===== src/rtl/debug_mem_reader.sv =====
// rtl/debug_mem_reader.sv - walks data memory through the debug port and streams each word MSB-first to the UART TX.
// Optional DEBUG_MEM_HEADER_EN: prefixes the dump with header bytes 0xA5 and SIZE_MEM_DATA[7:0].
module debug_mem_reader #(
  parameter int BITS_SIZE     = 32,
  parameter int SIZE_MEM_DATA = 10
) (
  input  logic                 i_clk,
  input  logic                 i_reset,
  input  logic                 i_start,
  output logic [BITS_SIZE-1:0] o_addr_mem_debug,
  input  logic [BITS_SIZE-1:0] i_mem_dato_debug,
  output logic                 o_tx_start,
  output logic [7:0]           o_tx_data,
  input  logic                 i_tx_done,
  output logic                 o_busy,
  output logic                 o_done
);

  localparam int CW = $clog2(SIZE_MEM_DATA) + 1;
  localparam logic [CW-1:0] LAST_WORD = CW'(SIZE_MEM_DATA - 1);

  typedef enum logic [2:0] {
    IDLE,
    ADDR,
    CAPTURE,
    SEND,
    WAIT_TX,
    DONE,
    HDR
  } state_t;

  state_t        state, state_next;
  logic [CW-1:0] word_cnt;
  logic [1:0]    byte_cnt;
  logic [1:0]    last_byte;
  logic [31:0]   word_reg;
  logic          hdr_phase;

  // Header phase reuses the word register and byte handshake but only emits two bytes.
  assign last_byte = hdr_phase ? 2'd1 : 2'd3;

  always_ff @(posedge i_clk) begin
    if (!i_reset) begin
      state            <= IDLE;
      word_cnt         <= '0;
      byte_cnt         <= '0;
      word_reg         <= '0;
      hdr_phase        <= 1'b0;
      o_addr_mem_debug <= '0;
    end else begin
      state <= state_next;
      case (state)
        ADDR: o_addr_mem_debug <= BITS_SIZE'(word_cnt) << 2;
        CAPTURE: begin
          word_reg <= i_mem_dato_debug[31:0];
          byte_cnt <= '0;
        end
`ifdef DEBUG_MEM_HEADER_EN
        HDR: begin
          word_reg  <= {8'hA5, 8'(SIZE_MEM_DATA), 16'h0000};
          byte_cnt  <= '0;
          hdr_phase <= 1'b1;
        end
`endif
        WAIT_TX: begin
          if (i_tx_done) begin
            if (byte_cnt != last_byte) begin
              byte_cnt <= byte_cnt + 2'd1;
            end else if (hdr_phase) begin
              hdr_phase <= 1'b0;
            end else if (word_cnt != LAST_WORD) begin
              word_cnt <= word_cnt + 1'b1;
            end
          end
        end
        DONE: begin
          word_cnt <= '0;
          byte_cnt <= '0;
        end
        default: ;
      endcase
    end
  end

  always_comb begin
    state_next = state;
    o_tx_start = 1'b0;
    o_done     = 1'b0;
    o_busy     = (state != IDLE);
    case (state)
      IDLE: begin
        if (i_start) begin
`ifdef DEBUG_MEM_HEADER_EN
          state_next = HDR;
`else
          state_next = ADDR;
`endif
        end
      end
      ADDR:    state_next = CAPTURE;
      CAPTURE: state_next = SEND;
      HDR:     state_next = SEND;
      SEND: begin
        o_tx_start = 1'b1;
        state_next = WAIT_TX;
      end
      WAIT_TX: begin
        if (i_tx_done) begin
          if (byte_cnt != last_byte)     state_next = SEND;
          else if (hdr_phase)            state_next = ADDR;
          else if (word_cnt == LAST_WORD) state_next = DONE;
          else                           state_next = ADDR;
        end
      end
      DONE: begin
        o_done     = 1'b1;
        state_next = IDLE;
      end
      default: state_next = IDLE;
    endcase
  end

  always_comb begin
    o_tx_data = 8'h00;
    case (byte_cnt)
      2'd0: o_tx_data = word_reg[31:24];
      2'd1: o_tx_data = word_reg[23:16];
      2'd2: o_tx_data = word_reg[15:8];
      2'd3: o_tx_data = word_reg[7:0];
      default: o_tx_data = 8'h00;
    endcase
  end

endmodule


===== config.mk =====
export PLATFORM = sky130hd
export DESIGN_NAME = debug_mem_reader
export DESIGN_NICKNAME = d
export VERILOG_FILES = /design/src/rtl/debug_mem_reader.sv
export SDC_FILE = /design/constraint.sdc
export NUM_CORES = 1
export LEC_CHECK = 0
export ABC_AREA = 1
export BUFFER_PORTS_ARGS = -buffer_cell sky130_fd_sc_hd__buf_2
export CAP_MARGIN = 20
export CORE_MARGIN = 3
export CORE_UTILIZATION = 30
export DETAILED_ROUTE_END_ITERATION = 8
export PLACE_DENSITY_LB_ADDON = 0.1
export SYNTH_ARGS = -nofsm -noshare
export SYNTH_HDL_FRONTEND = slang
export SYNTH_SLANG_ARGS = --single-unit

===== constraint.sdc =====
create_clock -name i_clk -period 2.4 [get_ports i_clk]
set_input_delay 0.48 -clock i_clk [delete_from_list [all_inputs] [get_ports i_clk]]
set_output_delay 0.48 -clock i_clk [all_outputs]
set_load 0.05 [all_outputs]

==> metrics.csv <==
stage;metric;value;unit
timing;Sum Neg Setup Slack;0;ns
finish;max reg flops;32;
run_status;status;completed;
floorplan;num ports;79;
floorplan;chip width;95.09;um
global_routing;largest net degree at the start of global routing;34;
pwr;Flop pwr share;0.470;
clock_tree;clk sink count;47;
timing;Setup-failing EPs final;0;
finish;# fillers;837;
drt;Antenna Nets Post-Route;0;
pwr;Int Pwr;1.223;mW
logic_synthesis;Avg Inst Size Synth;7.259;um^2
floorplan;row cnt;31;
pwr;clock share of power;0.317;
critical_path;reg2reg path depth;5;
critical_path;Req. time, crit path;1.92;ns
finish;fin area;0.002720;mm^2
drt;WL/cell;12.51;um
pwr;NetSw;587.7;uW
pwr;Max IR drop VDD;0.0002718;V
min_path;hold path cells;3;
timing;Fin Hold WS;0.4445;ns
min_path;Hold Path Class;input pin to register;
timing;max-slew violation count;0;
finish;Syn-to-layout area delta;14.24;%
placement;DP Area;0.002606;mm^2
global_routing;first-pass GRT wire length;9.501;mm
timing;Tmin final;2.231;ns
finish;Layout Cells excl Fill;472;
drt;Post-route DRC;0;
placement;Placed Instances;465;
logic_synthesis;post-synthesis cell type count;23;
timing;clk_skew;0.002447;ns
pwr;pwr/cell area;665.5;mW/mm^2
placement;gpl congestion;0.7365;
pwr;Pleak;1.158;nW
pwr;switching share of total power;0.3246;
critical_path;CP Data Arrival Time;1.75;ns
critical_path;worst r2r dst;word_reg[28];
clock_tree;clock root cell;clkbuf_8;
logic_synthesis;#FFs+latches synth;47;
drt;initial DRC count;49;
clock_tree;Resize count post-CTS;0;
drt;via count;2103;
floorplan;die height;95.09;um
clock_tree;cts hold-fix bufs;0;
finish;layout cell share with drive strength beyond 1;0.2091;
timing;Setup WS post-layout;0.1687;ns
clock_tree;clk slew on worst S/H paths;0.09;ns
drt;vias per cell;4.456;
critical_path;reg-to-reg startpoint;state[2];
timing;max_slew headroom;0.5183;
clock_tree;post-CTS setup buffer count;0;
min_path;Hold Startpoint;i_mem_dato_debug[29];
finish;post-layout util;0.3634;
drt;final wirelength;5.905;mm
global_routing;total congestion overflow;0;
critical_path;delay-heaviest family, CP;compound AO/OA/AOI/OAI gates;
min_path;Hold EP;word_reg[29];
placement;Setup WS pre-CTS;0.4300;ns
finish;NumNets Final;415;
finish;# diodes;0;
clock_tree;H-tree depth;2;
pwr;Total Power;1.810;mW
floorplan;starting density of the core;0.3181;
clock_tree;CTS Buffer Depth;2;
timing;Final Cycle Share;0.9297;
critical_path;Slowest cell on crit path;dfxtp_1;
timing;Slew @ Worst Pin;0.7199;ns
timing;RSZ-0062 raised after global routing;false;
critical_path;Critical Path End Type;output pin;
critical_path;CP Max Fanout;8;
critical_path;crit-path cells;ha_1, inv_2, o22ai_1, a21oi_1, o21ai_0, buf_2;
global_routing;Tot GR Track Use;0.1340;
global_routing;initial antenna violation count;0;
logic_synthesis;Post-Synthesis Cell Area;0.002381;mm^2
placement;placed wire-length estimate;4.334;mm
clock_tree;CTS Buf Count;5;
floorplan;Core ar.;0.007486;mm^2
placement;I/O Buffers;51;
drt;drt first pass iters;4;
timing;Achievable Freq;448.2;MHz
global_routing;number of global-route vias before repair;2005;
clock_tree;Clk Latency, worst-skew pair;0.29;ns
floorplan;die area;0.009042;mm^2
clock_tree;CTS tree;done;
critical_path;r2r setup slk;0.70;ns
critical_path;critical path class;register to output pin;
timing;Fin. Hold Viols;0;
critical_path;nature of the critical path startpoint;register;
critical_path;worst path bufs/invs;2;
pwr;Comb pwr share;0.213;
critical_path;largest stage delay on the critical path;0.37;ns
job;Max-Cap Viols;0;
logic_synthesis;register area share after synthesis;0.3952;
logic_synthesis;synthesized instance count;328;
logic_synthesis;yosys warns;0;
==> power by group through the flow <==
| stage | Clock, mW | Sequential [mW] | Combinational, mW |
|---|---|---|---|
| finish | 0.573 | 0.852 | 0.386 |
| global route | 0.630 | 0.858 | 0.422 |
| CTS | 0.601 | 0.852 | 0.389 |
| detailed placement | 0 | 0.870 | 0.387 |
| global placement | 0 | 0.869 | 0.386 |
| floorplan | 0 | 0.897 | 0.305 |
==> cell families (layout without fill, tap and decap cells) <==
group	after synthesis	count (layout)	synth area share
simple gates	104	104	0.2013
compound gates	90	90	0.1939
buf+inv	80	99	0.1766
flops	47	47	0.3952
fa+ha+maj	6	6	0.03153
other cells	1	27	0.001575
==> per-layer routing <==
metal  routed length [um]  up-vias  global-route usage  share of wire
met2                 3023       43              0.2437           0.51
met5                    0        -                   0              0
met3                  249        4             0.02605          0.042
li1                     -     1109                   -              -
met4                   34        0             0.03245         0.0058
met1                 2597      947              0.1611           0.44
==> cells in the final DEF (no fill, tap or decap) <==
| master | instances |
|---|---|
| buf_4 | 7 |
| dfxtp_1 | 47 |
| nand3_4 | 1 |
| o21ai_0 | 28 |
| nand2_2 | 3 |
| nand4_1 | 2 |
| nor3_1 | 3 |
| nor2_1 | 12 |
| buf_2 | 48 |
| nor2_4 | 1 |
| conb_1 | 27 |
| o21ai_1 | 3 |
| ha_1 | 6 |
| clkinvlp_4 | 1 |
| a21oi_1 | 50 |
| inv_2 | 7 |
| o22ai_1 | 9 |
| nand3b_1 | 1 |
| clkbuf_8 | 5 |
| nor2_2 | 3 |
| nand3_2 | 1 |
| nand2_1 | 50 |
| nand3_1 | 27 |
| inv_1 | 30 |
| bufinv_16 | 1 |
==> cell usage after synthesis, drive strengths merged <==
master | number | area share
nand2 | 53 | 0.087
a21oi | 50 | 0.11
dfxtp | 47 | 0.40
buf | 38 | 0.11
inv | 37 | 0.058
o21ai | 31 | 0.065
nand3 | 29 | 0.068
nor2 | 16 | 0.032
o22ai | 9 | 0.024
ha | 6 | 0.032
clkbuf | 5 | 0.0079
nor3 | 3 | 0.0063
nand4 | 2 | 0.0053
conb | 1 | 0.0016
nand3b | 1 | 0.0032
==> how the worst max path moves through the flow <==
| stage | start | end | slack, ns | depth (start not counted) |
|---|---|---|---|---|
| floorplan | byte_cnt[0] | o_tx_data[0] | -0.06 | 4 |
| global placement | byte_cnt[1] | o_tx_data[6] | 0.46 | 6 |
| detailed placement | byte_cnt[0] | o_tx_data[0] | 0.43 | 6 |
| CTS | byte_cnt[0] | o_tx_data[0] | 0.08 | 6 |
| global route | byte_cnt[1] | o_tx_data[1] | 0.04 | 6 |
| finish | byte_cnt[1] | o_tx_data[1] | 0.17 | 6 |
==> worst register-to-register path: cells and delay by family, from the launching register on <==
family / cells / cell delay (ns)
DFF: 1 / 0.37
AOI/OAI and AO/OA: 1 / 0.06
buffers and inverters: 2 / 0.65
and+or+nand+nor: 2 / 0.48
==> cell type report <==
| cell class | count | area (um^2) | share of cell area |
|---|---|---|---|
| multi-input combinational | 227 | 1117 | 0.4108 |
| sequential | 47 | 940.9 | 0.3459 |
| timing repair buffer | 55 | 292.8 | 0.1076 |
| inverter | 37 | 138.9 | 0.05106 |
| tap | 99 | 123.9 | 0.04554 |
| clock buffer | 5 | 68.82 | 0.02530 |
| clock inverter | 2 | 37.54 | 0.01380 |
Note: power is estimated with default switching activity, not from simulation.
